### config.mk
export PLATFORM = sky130hd
export DESIGN_NAME = sync_fifo_param
export DESIGN_NICKNAME = d
export VERILOG_FILES = /design/src/rtl/fifo_pkg.sv /design/src/rtl/sync_fifo_mem.sv /design/src/rtl/sync_fifo_param.sv
export SDC_FILE = /design/constraint.sdc
export NUM_CORES = 1
export LEC_CHECK = 0
export ABC_CLOCK_PERIOD_IN_PS = 2700
export CAP_MARGIN = 10
export CORE_ASPECT_RATIO = 0.6
export CORE_MARGIN = 2
export CORE_UTILIZATION = 41
export CTS_CLUSTER_SIZE = 25
export DETAILED_ROUTE_END_ITERATION = 7
export GPL_TIMING_DRIVEN = 0
export SLEW_MARGIN = 25
export SYNTH_ARGS = -nofsm -noshare
export SYNTH_HDL_FRONTEND = slang
export SYNTH_SLANG_ARGS = --single-unit
### constraint.sdc
create_clock -name i_clk -period 2.7 [get_ports i_clk]
set_input_delay 0.54 -clock i_clk [delete_from_list [all_inputs] [get_ports i_clk]]
set_output_delay 0.54 -clock i_clk [all_outputs]
set_load 0.02 [all_outputs]
### src/rtl/fifo_pkg.sv
// Shared helpers for the single-clock FIFO family: width math and read-mode constants.
package fifo_pkg;

    localparam int FIFO_STD  = 0;
    localparam int FIFO_FWFT = 1;

    function automatic int fifo_clog2(input int value);
        int w;
        w = 0;
        while ((1 << w) < value) w++;
        return w;
    endfunction

    // Pointers wrap naturally; the count needs one extra bit to represent DEPTH itself.
    function automatic int fifo_ptr_w(input int depth);
        return fifo_clog2(depth);
    endfunction

    function automatic int fifo_cnt_w(input int depth);
        return fifo_clog2(depth) + 1;
    endfunction

endpackage

### src/rtl/sync_fifo_mem.sv
// DEPTH x DATA_W storage: synchronous write port, asynchronous read port, no reset.
module sync_fifo_mem #(
    parameter int DATA_W = 16,
    parameter int DEPTH  = 16,
    parameter int AW     = 4
) (
    input  logic              i_clk,
    input  logic              i_we,
    input  logic [AW-1:0]     i_waddr,
    input  logic [DATA_W-1:0] i_wdata,
    input  logic [AW-1:0]     i_raddr,
    output logic [DATA_W-1:0] o_rdata
);

    logic [DATA_W-1:0] mem_q [DEPTH];

    always_ff @(posedge i_clk) begin
        if (i_we) mem_q[i_waddr] <= i_wdata;
    end

    assign o_rdata = mem_q[i_raddr];

endmodule

### src/rtl/sync_fifo_param.sv
// Single-clock FIFO with optional first-word-fall-through, almost-full/empty thresholds,
// occupancy count and sticky overflow/underflow flags.
module sync_fifo_param
    import fifo_pkg::*;
#(
    parameter int DATA_W    = 16,
    parameter int DEPTH     = 16,
    parameter int FWFT      = FIFO_STD,
    parameter int AF_THRESH = DEPTH - 2,
    parameter int AE_THRESH = 2
) (
    input  logic                        i_clk,
    input  logic                        i_rst,
    input  logic                        i_wr,
    input  logic [DATA_W-1:0]           i_wdata,
    output logic                        o_full,
    output logic                        o_afull,
    input  logic                        i_rd,
    output logic [DATA_W-1:0]           o_rdata,
    output logic                        o_rvalid,
    output logic                        o_empty,
    output logic                        o_aempty,
    output logic [fifo_cnt_w(DEPTH)-1:0] o_count,
    output logic                        o_ovf,
    output logic                        o_udf,
    input  logic                        i_clr_err
);

    localparam int PW = fifo_ptr_w(DEPTH);
    localparam int CW = fifo_cnt_w(DEPTH);

    logic [PW-1:0]     wptr_q, wptr_d, rptr_q, rptr_d;
    logic [CW-1:0]     count_q, count_d;
    logic              ovf_q, ovf_d, udf_q, udf_d;
    logic              wr_acc, rd_acc;
    logic [DATA_W-1:0] mem_rdata;

    // Flags decode only the registered count, so they move on the edge after the event.
    assign o_full   = (count_q == CW'(DEPTH));
    assign o_empty  = (count_q == '0);
    assign o_afull  = (count_q >= CW'(AF_THRESH));
    assign o_aempty = (count_q <= CW'(AE_THRESH));
    assign o_count  = count_q;
    assign o_ovf    = ovf_q;
    assign o_udf    = udf_q;

    assign wr_acc = i_wr & ~o_full;
    assign rd_acc = i_rd & ~o_empty;

    always_comb begin
        wptr_d  = wptr_q;
        rptr_d  = rptr_q;
        count_d = count_q;
        if (wr_acc) wptr_d = wptr_q + PW'(1);
        if (rd_acc) rptr_d = rptr_q + PW'(1);
        case ({wr_acc, rd_acc})
            2'b10:   count_d = count_q + CW'(1);
            2'b01:   count_d = count_q - CW'(1);
            default: count_d = count_q;
        endcase
        // A new error in the same cycle as a clear must survive.
        ovf_d = (ovf_q & ~i_clr_err) | (i_wr & o_full);
        udf_d = (udf_q & ~i_clr_err) | (i_rd & o_empty);
    end

    always_ff @(posedge i_clk) begin
        if (i_rst) begin
            wptr_q  <= '0;
            rptr_q  <= '0;
            count_q <= '0;
            ovf_q   <= 1'b0;
            udf_q   <= 1'b0;
        end else begin
            wptr_q  <= wptr_d;
            rptr_q  <= rptr_d;
            count_q <= count_d;
            ovf_q   <= ovf_d;
            udf_q   <= udf_d;
        end
    end

    sync_fifo_mem #(
        .DATA_W (DATA_W),
        .DEPTH  (DEPTH),
        .AW     (PW)
    ) u_mem (
        .i_clk   (i_clk),
        .i_we    (wr_acc),
        .i_waddr (wptr_q),
        .i_wdata (i_wdata),
        .i_raddr (rptr_q),
        .o_rdata (mem_rdata)
    );

    generate
        if (FWFT == FIFO_FWFT) begin : g_fwft
            assign o_rdata  = o_empty ? '0 : mem_rdata;
            assign o_rvalid = ~o_empty;
        end else begin : g_std
            logic [DATA_W-1:0] rdata_q, rdata_d;
            logic              rvalid_q, rvalid_d;

            always_comb begin
                rdata_d  = rdata_q;
                rvalid_d = 1'b0;
                if (rd_acc) begin
                    rdata_d  = mem_rdata;
                    rvalid_d = 1'b1;
                end
            end

            always_ff @(posedge i_clk) begin
                if (i_rst) begin
                    rdata_q  <= '0;
                    rvalid_q <= 1'b0;
                end else begin
                    rdata_q  <= rdata_d;
                    rvalid_q <= rvalid_d;
                end
            end

            assign o_rdata  = rdata_q;
            assign o_rvalid = rvalid_q;
        end
    endgenerate

endmodule

# Word level (Yosys, flattened, before mapping)
# Memories as Yosys holds them, arrays and structs flattened. A register that Yosys moved wholly into a read port is not among the register bits.
# Index checks and enable logic that the tools add are counted.
# word_totals
reg_bits	16
latchBits	0
ram_bits	256
romBits	0
input_bits	21
output_inout_bits	28
n_memories	1
# op_classes
addsub	4
multipliers	0
div_mod_pow	0
n_lt_le_gt_ge	2
n_eq_ne	3
shifts	0
muxes	4
bitwise	11
n_reduce_logical	2
# mem_list
memory	words	width	read_ports	rd_ports_with_merged_regs	write_ports	line_no	rtl
u_mem.mem_q	16	16	1	1	1	sync_fifo_mem.sv:15	logic [DATA_W-1:0] mem_q [DEPTH];
# ops
operator	count
$pmux 5 s2	1
$add 4x1->4 const B	2
$and 1x1->1	6
$add 5x1->5 const B	1
$eq 5x5->1 const B	1
$ge 5x4->1 const B	1
$le 5x2->1 const B	1
$logic_not 5->1	1
$sub 5x1->5 const B	1
$mux 1	3
$not 1->1	3
$eq 2x1->1 const B	1
$eq 2x2->1 const B	1
$or 1x1->1	2
$reduce_bool 2->1	1

# Depth between registers and ports, before layout
# Gate-level depths: netlist (run 1).
# depth
depth_word	5
depth_mapped	15

# Cells and area by module
# From an unflattened synthesis (run 1), not the netlist that was laid out.
# unflattened
cells_unflattened	557
area_unflattened_um2	11135.7
# by_module_without_submodules
mod	instances	cells_each	area_per_inst_um2
sync_fifo_mem	1	416	9723.1
sync_fifo_param	1	141	1412.6

# Worst setup path before layout (run 1)
# Ideal clock, no wire load.
# synth_path
path_kind	reg-to-reg
start	register count_q[1], in the netlist o_count[1]
end	register count_q[4], in the netlist o_count[4]
setup_ps	123
t_arrival_ps	3129
required_ps	2577
slack_ps	-553
stages_incl_launch_ff	16
n_path_buf	3
synth_period_minus_slack_ps	3253
path_cell_list	dfxtp_1 buf_2 nor4_4 and2_1 nand2b_4 inv_4 buf_6 ha_1 clkbuf_1 xor2_1 ha_1 a21oi_1 nand2b_1 a21o_1 a21oi_1 mux2_1
# synth_between
elab_chain_len	5
# synth_rtl
item	line_no	rtl
start: declaration	sync_fifo_param.sv:33	logic [CW-1:0] count_q, count_d;
start signal: assignment	sync_fifo_param.sv:76	count_q <= count_d;
$logic_not 5->1 (*)	sync_fifo_param.sv:40	assign o_empty = (count_q == '0);
via o_empty	sync_fifo_param.sv:21	output logic o_empty,
$not 1->1 (*)	sync_fifo_param.sv:48	assign rd_acc = i_rd & ~o_empty;
$and 1x1->1 (*)	sync_fifo_param.sv:48	
$eq 2x1->1 or $eq 2x2->1 (tied branches)	sync_fifo_param.sv:56	case ({wr_acc, rd_acc})
$pmux 5 s2 or $reduce_bool 2->1 (tied branches)	-	
# Mark *: on every way through the listed nets, which the timed path passes. The rest lies on a longest branch.
# A chain may end at the register's enable or synchronous reset.

# Worst setup path in the final report (run 1)
# layout_path
start	register count_q[2], in the netlist o_count[2]
end	register count_q[4], in the netlist o_count[4]
# layout_between
elab_chain_len	5
# layout_rtl
item	line_no
$eq 5x5->1 or $logic_not 5->1 (tied branches)	sync_fifo_param.sv:39, sync_fifo_param.sv:40
$not 1->1 (on tied branches)	sync_fifo_param.sv:47, sync_fifo_param.sv:48
$and 1x1->1 (on tied branches)	sync_fifo_param.sv:47, sync_fifo_param.sv:48
$eq 2x1->1 or $eq 2x2->1 (tied branches)	sync_fifo_param.sv:56
$pmux 5 s2 or $reduce_bool 2->1 (tied branches)	-
# Parallel ways exist; a longest one is shown, timed or not.

==> impl_metrics.toml, run 1 <==
[global_routing]
globalRouteOverflowTotal = 0
grt_pass1_wl_um = 36880
grt_pass1_vias = 5851
grt_max_degree = 17
antenna_found_initial = 0
track_usage_pct = 17.65

[placement]
port_buffers = 47
post-place-ws_ns = -0.5865
dpl.cell_count = 1107
dp_hpwl_um = 18160
place.gp.congestion = 0.8154

[cells_and_area]
final_nets = 809
layout-drive-gt1-share_pct = 16.54
final_common_cell = "edfxtp_1"
layout_common_cells = "256 x edfxtp_1, 129 x mux2i_1, 66 x o22ai_1"
diodes = 0
fillers = 2288
post-route-util_pct = 48.91
area_growth_pct = 18.23
final_cells = 1165

[logic_synthesis]
synth_xor_area_share_pct = 0.6968
synth.avg_cell_area_um2 = 16.59
synth_top_family_by_area = "multiplexers"
synth-edff-count = 256
yosysUniqueCellTypes = 40
ys.flop_type = "edfxtp_1"
synthCells = 682
synth_fa_ha_area_share_pct = 0.9955
syn_nets = 712
async_flop_share_pct = 0
synthMuxAreaShare_pct = 11.51
synth-simple-area-share_pct = 4.535
synth_warnings = 0
synth_area_mm2 = 0.01131
ys_seq_area_share_pct = 73.62
synth_compound_gate_area_share_pct = 6.360
ys_seq_elements = 288

[floorplanning]
core_mm2 = 0.02735
num_rows = 47
initial_utilization_pct = 41.37
die_area_mm2 = 0.02898
die_h_um = 132.7
ioPinCount = 49
die_w_um = 218.4

[power]
p_per_area_mw_per_mm2 = 889.1
ir_drop_v = 0.0005399
p_leak_nw = 4.143

[worst_setup_path]
cp_common_cell = "a21oi_2"
cpMaxStageDelayCell = "dfxtp_4"
worstSetupPathType = "reg2reg"
arrival_ns = 3.01
path_cells = "nor4_4, and2_4, nand2b_4, inv_12, ha_4, xor2_1, ha_2, a21oi_2, nand2b_1, a21o_1, a21oi_2, mux2_4"
worst_setup_path_start_kind = "flip-flop"
cp-end-kind = "flip-flop"
slowest_delay_ns = 0.37
crit_path_max_fanout = 8
cp.required_ns = 3.12

[cts]
cts_sinks = 288
holdBufCountCts = 0
clk-insertion-delay-late_ns = 0.53
cts_inserted_buffers = 27
clockBufferDepth = 3
cts_max_level = 1
cts-root-buf = "clkbuf_16"
clkTransAtPathRegs_ns = 0.06
cts_tree = "built"

[sta]
hold_violations = 0
setup_ws_ns = 0.1076
timing.hold.ws_ns = 0.4886
timing.setup.tns_ns = 0
setup_viol = 0
finalCriticalPeriod_ns = 2.592
fmax_mhz = 385.7
worst_pin_slew_ns = 0.9382
maxSlewViolCount = 0
period_share_pct = 96.01
fin_skew_ns = 0.006483
slew_headroom_pct = 37.39

[route]
viasPerCell = 5.306
wl_per_cell_um = 21.95
wl_um = 25570
dr.pass1.iters = 5
ant_nets = 0
vias = 6181
post-route-drc-count = 0
dr.first_iter.drc_count = 599

[hold_path]
hp-class = "in2reg"

[run]
maxCapViolCount = 0

[outcome]
status = "completed"
-- critical path, delay by kind of cell (launching register included) --
| family | cells | cell delay, ns |
|---|---|---|
| AOI/OAI and AO/OA | 3 | 0.50 |
| xor gates and xnor gates | 1 | 0.15 |
| adders and majority gates | 2 | 0.39 |
| buffers and inverters | 1 | 0.04 |
| DFF | 1 | 0.37 |
| muxes | 1 | 0.31 |
| and+or+nand+nor | 4 | 0.72 |
-- where the power goes --
part | total (mW) | leakage (nW) | switching (mW) | internal, mW
logic | 2.91 | 1.16 | 1.69 | 1.22
registers | 5.35 | 2.58 | 0.186 | 5.16
clock network | 3.64 | 0.407 | 1.53 | 2.11
-- timing repair --
item	4_1_cts	5_1_grt
gates resized for setup	8	7
buffers inserted	5	8
setup endpoints to repair	4	2
pin swaps	4	8
gates cloned	1	0
-- layer usage --
layer  track usage [%]  wire (µm)
met1             29.64      13200
met3             3.586       1921
met2             23.14      10000
met5                 0          0
met4             3.477        445
-- metrics by stage --
stage / instance area (µm²) / power, mW
final: 13370 / 11.89
after global routing: 13370 / 12.35
after CTS: 13340 / 11.88
after detailed placement: 12450 / 8.157
after global placement: 12300 / 8.061
after floorplan: 11370 / 7.053
-- synthesized netlist by cell type, drive strengths merged (7+ instances only) --
library cell  count  share of area, %
buf              27               1.6
nand2            13              0.45
nor2             46               1.5
ha                9               1.0
mux2i           129                11
edfxtp          256                68
xor2              7              0.54
dfxtp            32               5.7
a211oi           16               1.8
nor4             18               1.1
o22ai            66               3.7
clkbuf           14              0.46
-- registers in the layout, summed over array words and instances, names as in the netlist --
register,cells
o_rvalid,1
o_count,5
o_rdata,16
o_udf,1
wptr_q,4
u_mem.mem_q,256
o_ovf,1
rptr_q,4
-- path summary, 6_finish.rpt --
path              slack, ns               startpoint                 endpoint  depth (start not counted)
setup / recovery       0.11  o_count[2]$_SDFFE_PP0P_  o_count[4]$_SDFFE_PP0P_                         12
hold / removal         0.49                    i_rst  o_count[3]$_SDFFE_PP0P_                          3
setup reg to reg       0.11  o_count[2]$_SDFFE_PP0P_  o_count[4]$_SDFFE_PP0P_                         12
hold reg to reg        0.54  o_rdata[7]$_SDFFE_PP0P_  o_rdata[7]$_SDFFE_PP0P_                          2
-- final cells by class --
class                   instances  area [µm²]  share of cell area, %
clock buffers                  33       698.2                  5.220
repair inverters                1       8.758                0.06549
repair buffers                 71       665.6                  4.977
flip-flops and latches        288        8341                  62.36
inverters                       6       35.03                 0.2620
multi-input cells             347        2816                  21.06
clock inverters                15       142.6                  1.067
well taps                     367       459.2                  3.433
plain buffers                  37       207.7                  1.553
-- kinds of logic (layout without fill, tap and decap cells) --
group,Yosys count,after routing
adder cells (fa/ha/maj),9,9
AND/OR/NAND/NOR,101,101
XOR/XNOR,9,9
multiplexers,130,130
AO/OA/AOI/OAI,98,98
flip-flops,288,288
buffers and inverters,47,163
Note: power is estimated with default switching activity, not from simulation.
==> run 2, diff against run 1 <==
==> constraint.sdc (replaced) <==
create_clock -name i_clk -period 2.7 [get_ports i_clk]
set_input_delay 0.81 -clock i_clk [delete_from_list [all_inputs] [get_ports i_clk]]
set_output_delay 0.81 -clock i_clk [all_outputs]
set_load 0.02 [all_outputs]
==> run 2 against run 1 <==
  * Core utilization is 0.27 points higher
  * Wire length is 2.5% higher
  * Count of clock-buffer cells in the layout is 6 higher
  * Largest cell class unchanged
  * First-iteration DRC count is 8.2% lower
  * Power is 1.3% higher
==> impl_metrics.toml, run 2 (same netlist as run 1, synthesis figures left out) <==
[outcome]
status = "completed"

[hold_path]
holdPathStages = 2
hp-class = "reg2reg"

[floorplanning]
initial_utilization_pct = 41.37
num_rows = 47
die_area_mm2 = 0.02898
die_h_um = 132.7
ioPinCount = 49
core_mm2 = 0.02735
die_w_um = 218.4

[worst_setup_path]
worst_setup_path_start_kind = "flip-flop"
r2r_end = "o_count[4]$_SDFFE_PP0P_"
r2r_setup_slack_ns = 0.05
worstSetupPathType = "reg2reg"
cp-endpoint = "o_count[4]$_SDFFE_PP0P_"
arrival_ns = 3.09
cp.required_ns = 3.13
worst_r2r_startpoint = "o_count[2]$_SDFFE_PP0P_"
crit_path_max_fanout = 7
crit_start = "o_count[2]$_SDFFE_PP0P_"
cp-end-kind = "flip-flop"
rr_worst_depth = 13

[global_routing]
grt_pass1_wl_um = 38580
grt_pass1_vias = 6146
globalRouteOverflowTotal = 0
track_usage_pct = 18.23
grt_max_degree = 21
antenna_found_initial = 0

[cells_and_area]
multi_input_area_mm2 = 0.002845
regMostFlops = "u_mem.mem_q"
diodes = 0
seq_area_mm2 = 0.008341
final_common_cell = "edfxtp_1"
layout-drive-gt1-share_pct = 17.29
fillers = 2262
largest_register_ffs = 256
layout_common_cells = "256 x edfxtp_1, 129 x mux2i_1, 66 x o22ai_1"
post-route-util_pct = 49.18
final_nets = 807
area_growth_pct = 18.89

[power]
p_leak_nw = 4.146
p_per_area_mw_per_mm2 = 895.9
ir_drop_v = 0.0005875

[sta]
timing.setup.tns_ns = 0
maxSlewViolCount = 0
worst_pin_slew_ns = 0.9515
finalCriticalPeriod_ns = 2.652
hold_violations = 0
slew_headroom_pct = 36.50
fmax_mhz = 377.0
period_share_pct = 98.24
fin_skew_ns = 0.01117
setup_viol = 0
setup_ws_ns = 0.04765
rsz0062_at_grt = "yes"

[cts]
clockBufferDepth = 3
clk-insertion-delay-late_ns = 0.55
clkTransAtPathRegs_ns = 0.06
cts_tree = "built"
cts_inserted_buffers = 28
cts-root-buf = "clkbuf_16"
holdBufCountCts = 0
cts_max_level = 1
cts_sinks = 288

[route]
post-route-drc-count = 0
dr.first_iter.drc_count = 550
dr.pass1.iters = 5
ant_nets = 0
wl_um = 26200
wl_per_cell_um = 22.49
viasPerCell = 5.361
vias = 6245

[placement]
post-place-ws_ns = -0.8288
port_buffers = 47
dp_hpwl_um = 18400
place.gp.congestion = 0.8188

[run]
maxCapViolCount = 0
## run 2: cell count changes in the layout (fill, tap and decap cells not counted), moves of 3 or more
cell,previous run,this run
clkbuf_8,0,4
dlygate4sd2_1,3,0
nor3_4,0,4
clkinv_1,8,5
buf_8,1,5
nor3_2,4,0
buf_4,26,20
## run 2: cell type report
class,instances,share of cell area (%)
sequential,288,62.02
multi-input combinational,347,21.16
clock buffer,39,5.973
timing repair buffer,67,4.828
tap,367,3.414
buffer,38,1.656
clock inverter,12,0.6326
inverter,6,0.2605
timing repair inverter,1,0.06512
## run 2: worst min path at each step
stage	from	to	slack [ns]
after floorplan	wptr_q[0]$_SDFFE_PP0P_	wptr_q[0]$_SDFFE_PP0P_	0.55
after global placement	o_udf$_SDFF_PP0_	o_udf$_SDFF_PP0_	0.50
after detailed placement	o_ovf$_SDFF_PP0_	o_ovf$_SDFF_PP0_	0.51
after CTS	o_ovf$_SDFF_PP0_	o_ovf$_SDFF_PP0_	0.52
after global routing	o_rdata[2]$_SDFFE_PP0P_	o_rdata[2]$_SDFFE_PP0P_	0.57
final	o_udf$_SDFF_PP0_	o_udf$_SDFF_PP0_	0.53
## run 2: metal layers
layer  track usage [%]  share of wire, %  up-vias
li1                  -                 -     2870
met2             25.12                41      185
met3             4.552               8.4       32
met4             3.250               1.3        0
met1             29.07                49     3158
met5                 0                 0        -
## run 2: repair_timing
item	CTS	global route
cloned	0	1
pin swaps	3	7
gates resized for setup	9	13
buffers inserted	5	9
endpoints found under the setup margin	5	39
## run 2: per-stage QoR
stage	hold slack [ns]	area [µm²]	instances	power, mW
detailed placement	0.5080	12450	1102	8.177
floorplan	0.5538	11390	682	7.054
CTS	0.5236	13380	1157	11.96
global route	0.5664	13450	1165	12.50
finish	0.5318	13450	1165	12.05
global placement	0.4970	12320	1096	8.066
## run 2: report_power, final
| group | switching, mW | internal [mW] |
|---|---|---|
| registers | 0.198 | 5.16 |
| logic | 1.71 | 1.23 |
| clock network | 1.58 | 2.16 |
## run 2: critical path: stages (launching register included)
cell      delay, ns
dfxtp_4        0.37
nor4_4         0.27
and2_4         0.19
nand2b_4       0.17
clkinv_8       0.07
ha_4           0.16
buf_8          0.13
xor2_2         0.13
ha_2           0.19
a21oi_2        0.12
nand2b_1       0.08
a21o_1         0.17
a21oi_2        0.17
mux2_4         0.31
==> run 3, diff against run 2 <==
--- a/config.mk
+++ b/config.mk
@@ -16,4 +16,5 @@
 export SLEW_MARGIN = 25
 export SYNTH_ARGS = -nofsm -noshare
 export SYNTH_HDL_FRONTEND = slang
+export SYNTH_HIERARCHICAL = 1
 export SYNTH_SLANG_ARGS = --single-unit
==> run 3 against run 2 <==
  * The flow now finishes with violations (negative setup slack)
  * Via count shrank 9.8%
  * Global-route usage shrank 0.39 points
  * Clock power decreased by 7.2%
  * Sequential cell count did not move
  * Die area fell by 1.5%
  * Critical endpoint unchanged
  * Largest power group unchanged
==> impl_metrics.toml, run 3 <==
[cells_and_area]
diodes = 0
final_nets = 669
largest_register_ffs = 256
postLayoutCellArea_mm2 = 0.01319
area_growth_pct = 18.46
fillers = 2188
layout_common_cells = "256 x edfxtp_1, 54 x mux4_2, 44 x clkdlybuf4s50_1"
regMostFlops = "u_mem/mem_q"
final_common_cell = "edfxtp_1"
layout-drive-gt1-share_pct = 23.64

[sta]
setup_ws_ns = -0.05950
fmax_mhz = 362.4
worst_pin_slew_ns = 0.9131
maxSlewViolCount = 0
hold_violations = 0
setup_viol = 1
period_share_pct = 102.2
slew_headroom_pct = 38.90
finalCriticalPeriod_ns = 2.760
fin_skew_ns = 0.008804
rsz0062_at_grt = "yes"

[global_routing]
grt_pass1_wl_um = 36570
grt_use_met2_pct = 26.28
grt-busiest-layer = "met1"
antenna_found_initial = 0
grt_max_degree = 17
track_usage_pct = 17.84
grt_pass1_vias = 5661
globalRouteOverflowTotal = 0
gr-usage-met1_pct = 27.63
grt.met3_usage_pct = 3.542

[outcome]
violations = "negative setup slack"
status = "finished with violations"

[route]
wl_um = 25090
dr.first_iter.drc_count = 415
post-route-drc-count = 0
vias = 5634
wl_per_cell_um = 24.59
viasPerCell = 5.524
dr.pass1.iters = 5
ant_nets = 0

[cts]
cts_inserted_buffers = 26
clk-insertion-delay-late_ns = 0.53
clockBufferDepth = 3
cts_max_level = 1
cts_sinks = 288
holdBufCountCts = 0
cts-root-buf = "clkbuf_16"
clkTransAtPathRegs_ns = 0.07
cts_tree = "built"

[power]
clkPwrFrac_pct = 30.0
seq_power_share_pct = 45.8
p_int_mw = 8.379
p_per_area_mw_per_mm2 = 875.3
ir_drop_v = 0.0005950
power_frac_comb_pct = 24.2
p_leak_nw = 4.225
switching_share_pct = 27.43
finalPower_mw = 11.55
p_sw_mw = 3.167

[placement]
post-place-ws_ns = -0.6107
port_buffers = 47
place_area_mm2 = 0.01234
dp_hpwl_um = 15860
place.gp.congestion = 0.7261

[worst_setup_path]
cp.required_ns = 3.16
worstSetupPathType = "reg2reg"
crit_path_max_fanout = 7
arrival_ns = 3.22
worst_setup_path_start_kind = "flip-flop"
cp-end-kind = "flip-flop"

[logic_synthesis]
ys_seq_elements = 288
ys_seq_area_share_pct = 74.79
syn_nets = 585
synth_area_leaders = "edfxtp_1 69%, mux4_2 11%, dfxtp_1 5.8%"
yosys-top-cells-count = "256 x edfxtp_1, 54 x mux4_2, 47 x nor2_1"
async_flop_share_pct = 0
ys.flop_type = "edfxtp_1"
synth_top_cell_area_share_pct = 69.03
synth-edff-count = 256
yosysTopAreaCell = "edfxtp_1"
synth.most_common_cell = "edfxtp_1"
synth_area_mm2 = 0.01114
synth.avg_cell_area_um2 = 19.99
yosysUniqueCellTypes = 40
synthCells = 557
synth_warnings = 6

[floorplanning]
die_h_um = 131.7
die_w_um = 216.8
initial_utilization_pct = 41.97
die_area_mm2 = 0.02854
num_rows = 46
core_mm2 = 0.02653
ioPinCount = 49

[hold_path]
hp-class = "in2reg"

[run]
maxCapViolCount = 0
## run 3: cell families after synthesis
logic type	count (synthesis)	synth area share [%]
and+or+nand+nor	89	3.539
DFF	288	74.79
xor gates and xnor gates	8	0.6292
buffers and inverters	34	1.977
adders and majority gates	7	0.8539
muxes	83	14.99
AOI/OAI and AO/OA	48	3.225
## run 3: routing by layer
metal	wire, µm	up-vias
li1	-	2451
met1	11950	2973
met2	10990	176
met3	1749	34
met4	397	0
met5	0	-
## run 3: per-stage QoR
step	utilization [%]	TNS [ns]	cells	hold slack [ns]
after floorplan	-	-0.06596	557	0.4998
after global placement	45.84	-278.99	964	0.4766
after detailed placement	46.50	-114.53	968	0.4878
after CTS	49.66	-0.1575	1018	0.4316
after global routing	49.72	-0.1767	1020	0.4346
final	49.72	-0.05950	1020	0.4623
## run 3: critical path, cell delays in order (launching register included)
cell and delay [ns]:
dfxtp_4 0.36, or4_4 0.60, o21ai_4 0.21, buf_12 0.13, inv_4 0.03, ha_4 0.19, ha_4 0.30, nand3_2 0.09
and3_4 0.16, or4_4 0.48, a21oi_2 0.13
## run 3: final cells by class
class | instances | area [µm²] | area share [%]
Sequential cell | 288 | 8341 | 63.23
Multi-Input combinational cell | 235 | 2811 | 21.31
Clock buffer | 35 | 745.7 | 5.653
Timing Repair Buffer | 57 | 569.3 | 4.316
Tap cell | 360 | 450.4 | 3.415
Buffer | 28 | 196.4 | 1.489
Clock inverter | 12 | 56.30 | 0.4268
Inverter | 5 | 21.27 | 0.1612
## run 3: power groups by stage
stage               logic [mW]  registers (mW)  clock network, mW
global placement          2.65            5.36                  0
finish                    2.79            5.28               3.47
floorplan                 1.65            5.50                  0
CTS                       2.80            5.30               3.56
global route              2.99            5.31               3.72
detailed placement        2.75            5.39                  0
## run 3: repair_timing
item / CTS / global route
endpoints found under the setup margin: 16 / 10
resized for setup: 18 / 3
pin swaps: 3 / 3
buffers inserted: 3 / 3
## run 3: final timing paths
kind,start,endpoint,slack (ns),depth (start not counted)
max reg2reg,o_count[1]$_SDFFE_PP0P_,o_count[4]$_SDFFE_PP0P_,-0.06,10
min,i_rst,o_count[4]$_SDFFE_PP0P_,0.46,2
max,o_count[1]$_SDFFE_PP0P_,o_count[4]$_SDFFE_PP0P_,-0.06,10
min reg2reg,o_rdata[15]$_SDFFE_PP0P_,o_rdata[15]$_SDFFE_PP0P_,0.50,2
